**src/rtl/servo_pwm_out.sv**
```systemverilog
// Servo PWM transmitter: clamps the commanded width, slews the applied width once per
// period and only switches width/enable on period boundaries.
module servo_pwm_out #(
    parameter int CLK_FREQ_HZ = 100000000,
    parameter int PERIOD_US   = 20000,
    parameter int MIN_US      = 800,
    parameter int MAX_US      = 2150,
    parameter int INIT_US     = 1500,
    parameter int MAX_STEP_US = 50
) (
    input  logic        clk,
    input  logic        rst_n,
    input  logic        enable,
    input  logic [14:0] thres_in,
    input  logic        thres_valid,
    output logic        pwm_out,
    output logic        frame_start,
    output logic [14:0] active_thres
);

    localparam int TICK_DIV = CLK_FREQ_HZ / 1000000;
    localparam int PS_W     = (TICK_DIV > 1) ? $clog2(TICK_DIV) : 1;

    localparam logic [PS_W-1:0] PS_LAST     = PS_W'(TICK_DIV - 1);
    localparam logic [14:0]     PERIOD_LAST = 15'(PERIOD_US - 1);
    localparam logic [14:0]     MIN_V       = 15'(MIN_US);
    localparam logic [14:0]     MAX_V       = 15'(MAX_US);
    localparam logic [14:0]     INIT_V      = 15'(INIT_US);
    localparam logic [14:0]     STEP_V      = 15'(MAX_STEP_US);

    function automatic logic [14:0] clamp_width(input logic [14:0] w);
        if (w < MIN_V)      return MIN_V;
        else if (w > MAX_V) return MAX_V;
        else                return w;
    endfunction

    // Both sides stay in range: active <= MAX_US and target+STEP fits in 15 bits.
    function automatic logic [14:0] slew_width(input logic [14:0] tgt, input logic [14:0] act);
        if (tgt > act + STEP_V)      return act + STEP_V;
        else if (tgt + STEP_V < act) return act - STEP_V;
        else                         return tgt;
    endfunction

    logic [PS_W-1:0] prescaler_q, prescaler_d;
    logic [14:0]     us_cnt_q, us_cnt_d;
    logic [14:0]     target_q, target_d;
    logic [14:0]     active_q, active_d;
    logic            en_q, en_d;
    logic            pwm_q, pwm_d;
    logic            frame_q, frame_d;
    logic            tick;
    logic            boundary;

    always_comb begin
        tick        = (prescaler_q == PS_LAST);
        boundary    = tick && (us_cnt_q == PERIOD_LAST);
        prescaler_d = tick ? '0 : prescaler_q + PS_W'(1);

        us_cnt_d = us_cnt_q;
        if (boundary)  us_cnt_d = '0;
        else if (tick) us_cnt_d = us_cnt_q + 15'd1;

        target_d = thres_valid ? clamp_width(thres_in) : target_q;

        active_d = active_q;
        en_d     = en_q;
        if (boundary) begin
            active_d = slew_width(target_q, active_q);
            en_d     = enable;
        end

        frame_d = boundary;
        // Computed from next-state values so the pulse rises together with frame_start.
        pwm_d   = en_d && (us_cnt_d < active_d);
    end

    always_ff @(posedge clk or negedge rst_n) begin
        if (!rst_n) begin
            prescaler_q <= '0;
            us_cnt_q    <= '0;
            target_q    <= INIT_V;
            active_q    <= INIT_V;
            en_q        <= 1'b0;
            pwm_q       <= 1'b0;
            frame_q     <= 1'b0;
        end else begin
            prescaler_q <= prescaler_d;
            us_cnt_q    <= us_cnt_d;
            target_q    <= target_d;
            active_q    <= active_d;
            en_q        <= en_d;
            pwm_q       <= pwm_d;
            frame_q     <= frame_d;
        end
    end

    assign pwm_out      = pwm_q;
    assign frame_start  = frame_q;
    assign active_thres = active_q;

endmodule

```
**config.mk**
```make
export PLATFORM = sky130hd
export DESIGN_NAME = servo_pwm_out
export DESIGN_NICKNAME = d
export VERILOG_FILES = /design/src/rtl/servo_pwm_out.sv
export SDC_FILE = /design/constraint.sdc
export NUM_CORES = 1
export LEC_CHECK = 0
export ABC_AREA = 1
export ABC_CLOCK_PERIOD_IN_PS = 6900
export BUFFER_PORTS_ARGS = -buffer_cell sky130_fd_sc_hd__buf_2
export CAP_MARGIN = 15
export CORE_MARGIN = 8
export CORE_UTILIZATION = 66
export CTS_CLUSTER_DIAMETER = 30
export DETAILED_ROUTE_END_ITERATION = 16
export PLACE_DENSITY = 0.87
export SYNTH_ARGS = -nofsm -noshare
export SYNTH_HDL_FRONTEND = slang
export SYNTH_SLANG_ARGS = --single-unit
```
**constraint.sdc**
```tcl
create_clock -name clk -period 6.9 [get_ports clk]
set_input_delay 1.035 -clock clk [delete_from_list [all_inputs] [get_ports clk]]
set_output_delay 1.035 -clock clk [all_outputs]
set_load 0.005 [all_outputs]
```
; Word level (Yosys, flattened, before mapping)
; Index checks and enable logic that the tools add are counted.
; W data, S select, Z words.
[totals]
output_inout_bits = 17
input_bits = 19
reg_bits = 55
[op_classes]
n_eq_ne = 2
n_reduce_logical = 2
n_addsub = 5
n_lt_le_gt_ge = 5
muxes = 9
[ops]
columns = op, n
row1 = $mux W15, 7
row2 = $add A15 B6 Y15 const B, 2
row3 = $lt A15 B15 Y1, 2
row4 = $add A15 B1 Y15 const B, 1
row5 = $eq A15 B15 Y1 const B, 1
row6 = $gt A15 B12 Y1 const B, 1
row7 = $gt A15 B15 Y1, 1
row8 = $lt A15 B10 Y1 const B, 1
row9 = $sub A15 B6 Y15 const B, 1
row10 = $add A7 B1 Y7 const B, 1
row11 = $eq A7 B7 Y1 const B, 1
row12 = $mux W7, 1
row13 = $logic_and A1 B1 Y1, 2
row14 = $mux W1, 1

; Longest topological paths before layout
[depth]
ltp_word = 7
mapped_depth = 29
mapped_depth_nobuf = 28

; Worst setup path before layout
; OpenSTA, ideal clock, no wires.
[synth_path]
path_type = register to register
start = register active_q[2], in the netlist active_thres[2]
end = register pwm_q, in the netlist pwm_out
period_less_slack_ns = 3.618
stages_incl_launch_ff = 25
arrival_ns = 3.545
path_slack_ns = 3.282
path_cell_list = dfstp_2 > ha_1 > a21oi_1 > nand2_1 > nand2_1 > nor3_2 > nand2_1 > xor2_1 > ha_1 > nand2_1 > nor2_1 > inv_1 > nor2_1 > nand4_1 > nand2_2 > nand2_1 > inv_1 > nand2_1 > a31oi_4 > ha_1 > a21oi_1 > nor2_1 > a211oi_1 > o211ai_1 > a21oi_2
[synth_via]
elab_chain_len = 6
elab_cells_between_ends = 9
[synth_rtl]
columns = item, line_no
row1 = from (decl), 47  ; logic [14:0] active_q, active_d;
row2 = from (signal assigned), 90  ; active_q <= active_d;
row3 = "$add A15 B6 Y15, or another cell as far along", 39  ; if (tgt > act + STEP_V) return act + STEP_V;
row4 = $gt A15 B15 Y1 or $mux W15 (tied branches), "39, 40"
row5 = $mux W15, 39
row6 = $mux W15 *, 67  ; if (boundary) begin
row7 = $lt A15 B15 Y1 *, 74  ; pwm_d = en_d && (us_cnt_d < active_d);
row8 = $logic_and A1 B1 Y1 *, 74
row9 = net pwm_d, 49  ; logic pwm_q, pwm_d;
row10 = to (signal assigned), 92  ; pwm_q <= pwm_d;
row11 = to (decl), 49
; Mark *: on every way through the listed nets, which the timed path passes. The rest lies on a longest branch.
; A chain may end at the register's enable or synchronous reset.

; Worst setup path in the final report
; Ends and elaborated chain as after synthesis.

==> results.tsv <==
metric	value	unit
cts_buffer_depth	2	
dr.pass1.iters	5	
async_reset_ff_frac	1.00	
post_cts_buffers	0	
start_util	0.674	
grt.total_usage	0.230	
instances_no_fill	718	
path_class	reg2reg	
period_share	0.647	
vias	4009	
postSynthAreaPerCell	7.53	µm²
reg2reg_setup_slack	2.44	ns
rr_endpoint	pwm_out$_DFF_PN0_	
grt_pass1_wl	18400	µm
worstPathArrival	4.71	ns
netlist_area	0.00453	mm²
dp.cells	710	
ir_worst_vdd	0.0000755	V
gp_congestion	0.912	
slew-limit-headroom	0.546	
core-area	0.00672	mm²
ys_types	53	
cp-start-kind	flop	
hold_depth	1	
drv_slew	0	
cts_resized	0	
status	finished clean	
syn_inst	601	
synth_flop_cell	dfrtp_1	
root_buffer	clkbuf_8	
die_h	98.8	µm
ys_seq_elements	55	
tns	0	ns
holdCritPathClass	reg2reg	
yosysWarnings	0	
dieArea	0.00977	mm²
cts-htree-levels	2	
n_antenna_cell	0	
rr_startpoint	active_thres[2]$_DFF_PN1_	
worst_setup_path_end_kind	flop	
antenna_found_initial	0	
max_freq	224	MHz
drtAntennaViolNets	0	
drv_cap	0	
drive_gt1_frac	0.158	
critPathMaxFanout	14	
fin_crit	4.46	ns
nets	704	
cts.sinks	55	
rows	30	
dp_hpwl	8610	µm
synth-edff-count	0	
overflow	0	
p_leak	2.65	nW
tightest_slew	0.681	ns
ys_seq_area_frac	0.308	
required	7.15	ns
rsz0062_at_grt	false	
cts_tree	yes	
totalWireLength	10800	µm
io_pins	36	
cts_inserted_buffers	5	
grt_pass1_vias	4098	
power_density	126	mW/mm²
die_w	98.8	µm
hold_viol	0	
mostFrequentLayoutCells	nand2_1, inv_1, nor2_1, ha_1, dfrtp_1	
setup_viol	0	
path_clk_slew	0.10	ns
io_buffers	35	
drt-initial-drc-count	424	
final_common_cell	nand2_1	
utilization	0.724	
viasPerCell	5.58	
syn_to_final_growth	7.49	%
syn_nets	668	
clk_latency	0.32	ns
grt_max_degree	56	
min_to	prescaler_q[0]$_DFF_PN0_	
cts_hold_buf	0	
wl_per_cell	15.0	µm
min_from	prescaler_q[0]$_DFF_PN0_	
crit_start	active_thres[2]$_DFF_PN1_	
reg2reg_depth	25	
final.setup_skew	0.00656	ns
drc_errors	0	
==> cells by family (layout without fill, tap and decap cells) <==
family,Yosys count,in the layout,synth area share
AO/OA/AOI/OAI,97,97,0.134
XOR/XNOR,30,30,0.0597
adder cells (fa/ha/maj),48,48,0.133
buffers and inverters,115,152,0.0992
flip-flops,55,55,0.308
multiplexers,1,1,0.00249
AND/OR/NAND/NOR,255,255,0.264
==> power breakdown <==
part / internal, mW / switching, mW / leakage (nW) / total [mW]
combinational: 0.0286 / 0.0562 / 1.91 / 0.0848
clock: 0.0823 / 0.114 / 0.0474 / 0.197
sequential: 0.328 / 0.00532 / 0.688 / 0.333
total: 0.439 / 0.176 / 2.65 / 0.615
==> metal layers <==
layer | GRT usage | share of wire | wire (µm) | up-vias
met3 | 0.0416 | 0.053 | 572 | 15
met5 | 0 | 0 | 0 | -
met4 | 0.0685 | 0.015 | 160 | 0
met2 | 0.402 | 0.49 | 5250 | 117
met1 | 0.280 | 0.45 | 4800 | 1849
li1 | - | - | - | 2028
==> Yosys cell counts, types with 3 or more instances <==
library cell	number	area [µm²]
nand4_1	7	43.8
inv_2	11	41.3
o22ai_1	3	18.8
inv_1	96	360
o211ai_1	7	52.6
dfrtp_1	41	1030
nand3_2	5	50.1
nand2_2	4	25.0
o21ai_0	23	115
o2111ai_1	3	26.3
a31oi_1	7	43.8
nand2_1	125	469
xnor2_1	3	26.3
nand3_1	25	125
nor3_1	10	50.1
nor2_1	60	225
o21ai_1	4	20.0
buf_2	4	20.0
dfstp_2	14	368
a21oi_1	32	160
a211oi_1	4	30.0
ha_1	48	601
xor2_1	26	228
==> registers in the layout, summed over array words and instances, names as in the netlist <==
signal	count
prescaler_q	7
frame_start	1
active_thres	15
us_cnt_q	15
en_q	1
target_q	15
pwm_out	1
==> critical path, stage by stage (launching register included) <==
cell and delay, ns:
dfstp_2 0.57, ha_1 0.19, a21oi_1 0.10, nand2_1 0.09
nand2_1 0.09, nor3_2 0.22, nand2_1 0.11, xor2_1 0.18
ha_1 0.29, nand2_1 0.06, nor2_1 0.14, inv_1 0.05
nor2_1 0.13, nand4_1 0.11, nand2_2 0.26, inv_2 0.18
nor2_1 0.25, o21ai_0 0.14, o2111ai_1 0.09, o21ai_1 0.11
ha_1 0.32, a21oi_1 0.16, nor2_1 0.07, a211oi_1 0.22
nand2_1 0.13, a21oi_2 0.13
==> worst max path at each step <==
stage                        endpoint  slack [ns]  depth (start not counted)
floorplan           pwm_out$_DFF_PN0_        3.28                         24
global placement    pwm_out$_DFF_PN0_        2.83                         24
detailed placement  pwm_out$_DFF_PN0_        2.51                         25
CTS                 pwm_out$_DFF_PN0_        2.50                         25
global route        pwm_out$_DFF_PN0_        2.15                         25
finish              pwm_out$_DFF_PN0_        2.44                         25
==> stage by stage <==
step | worst slack (ns) | power (mW) | hold WS (ns) | area, µm²
2_1_floorplan | 3.28 | 0.394 | 0.433 | 4530
3_3_place_gp | 2.83 | 0.419 | 0.443 | 4770
3_5_place_dp | 2.51 | 0.423 | 0.457 | 4770
4_1_cts | 2.50 | 0.615 | 0.471 | 4870
5_1_grt | 2.15 | 0.641 | 0.504 | 4870
6_report | 2.44 | 0.615 | 0.465 | 4870
==> layout make-up <==
| class | instances | area [µm²] |
|---|---|---|
| repair buffers | 36 | 183 |
| well taps | 80 | 100 |
| inverters | 108 | 407 |
| clock buffers | 6 | 82.6 |
| flip-flops and latches | 55 | 1390 |
| multi-input cells | 431 | 2680 |
| clock inverters | 2 | 16.3 |
| fillers | 533 | 1850 |
(Power assumes the default switching activity.)
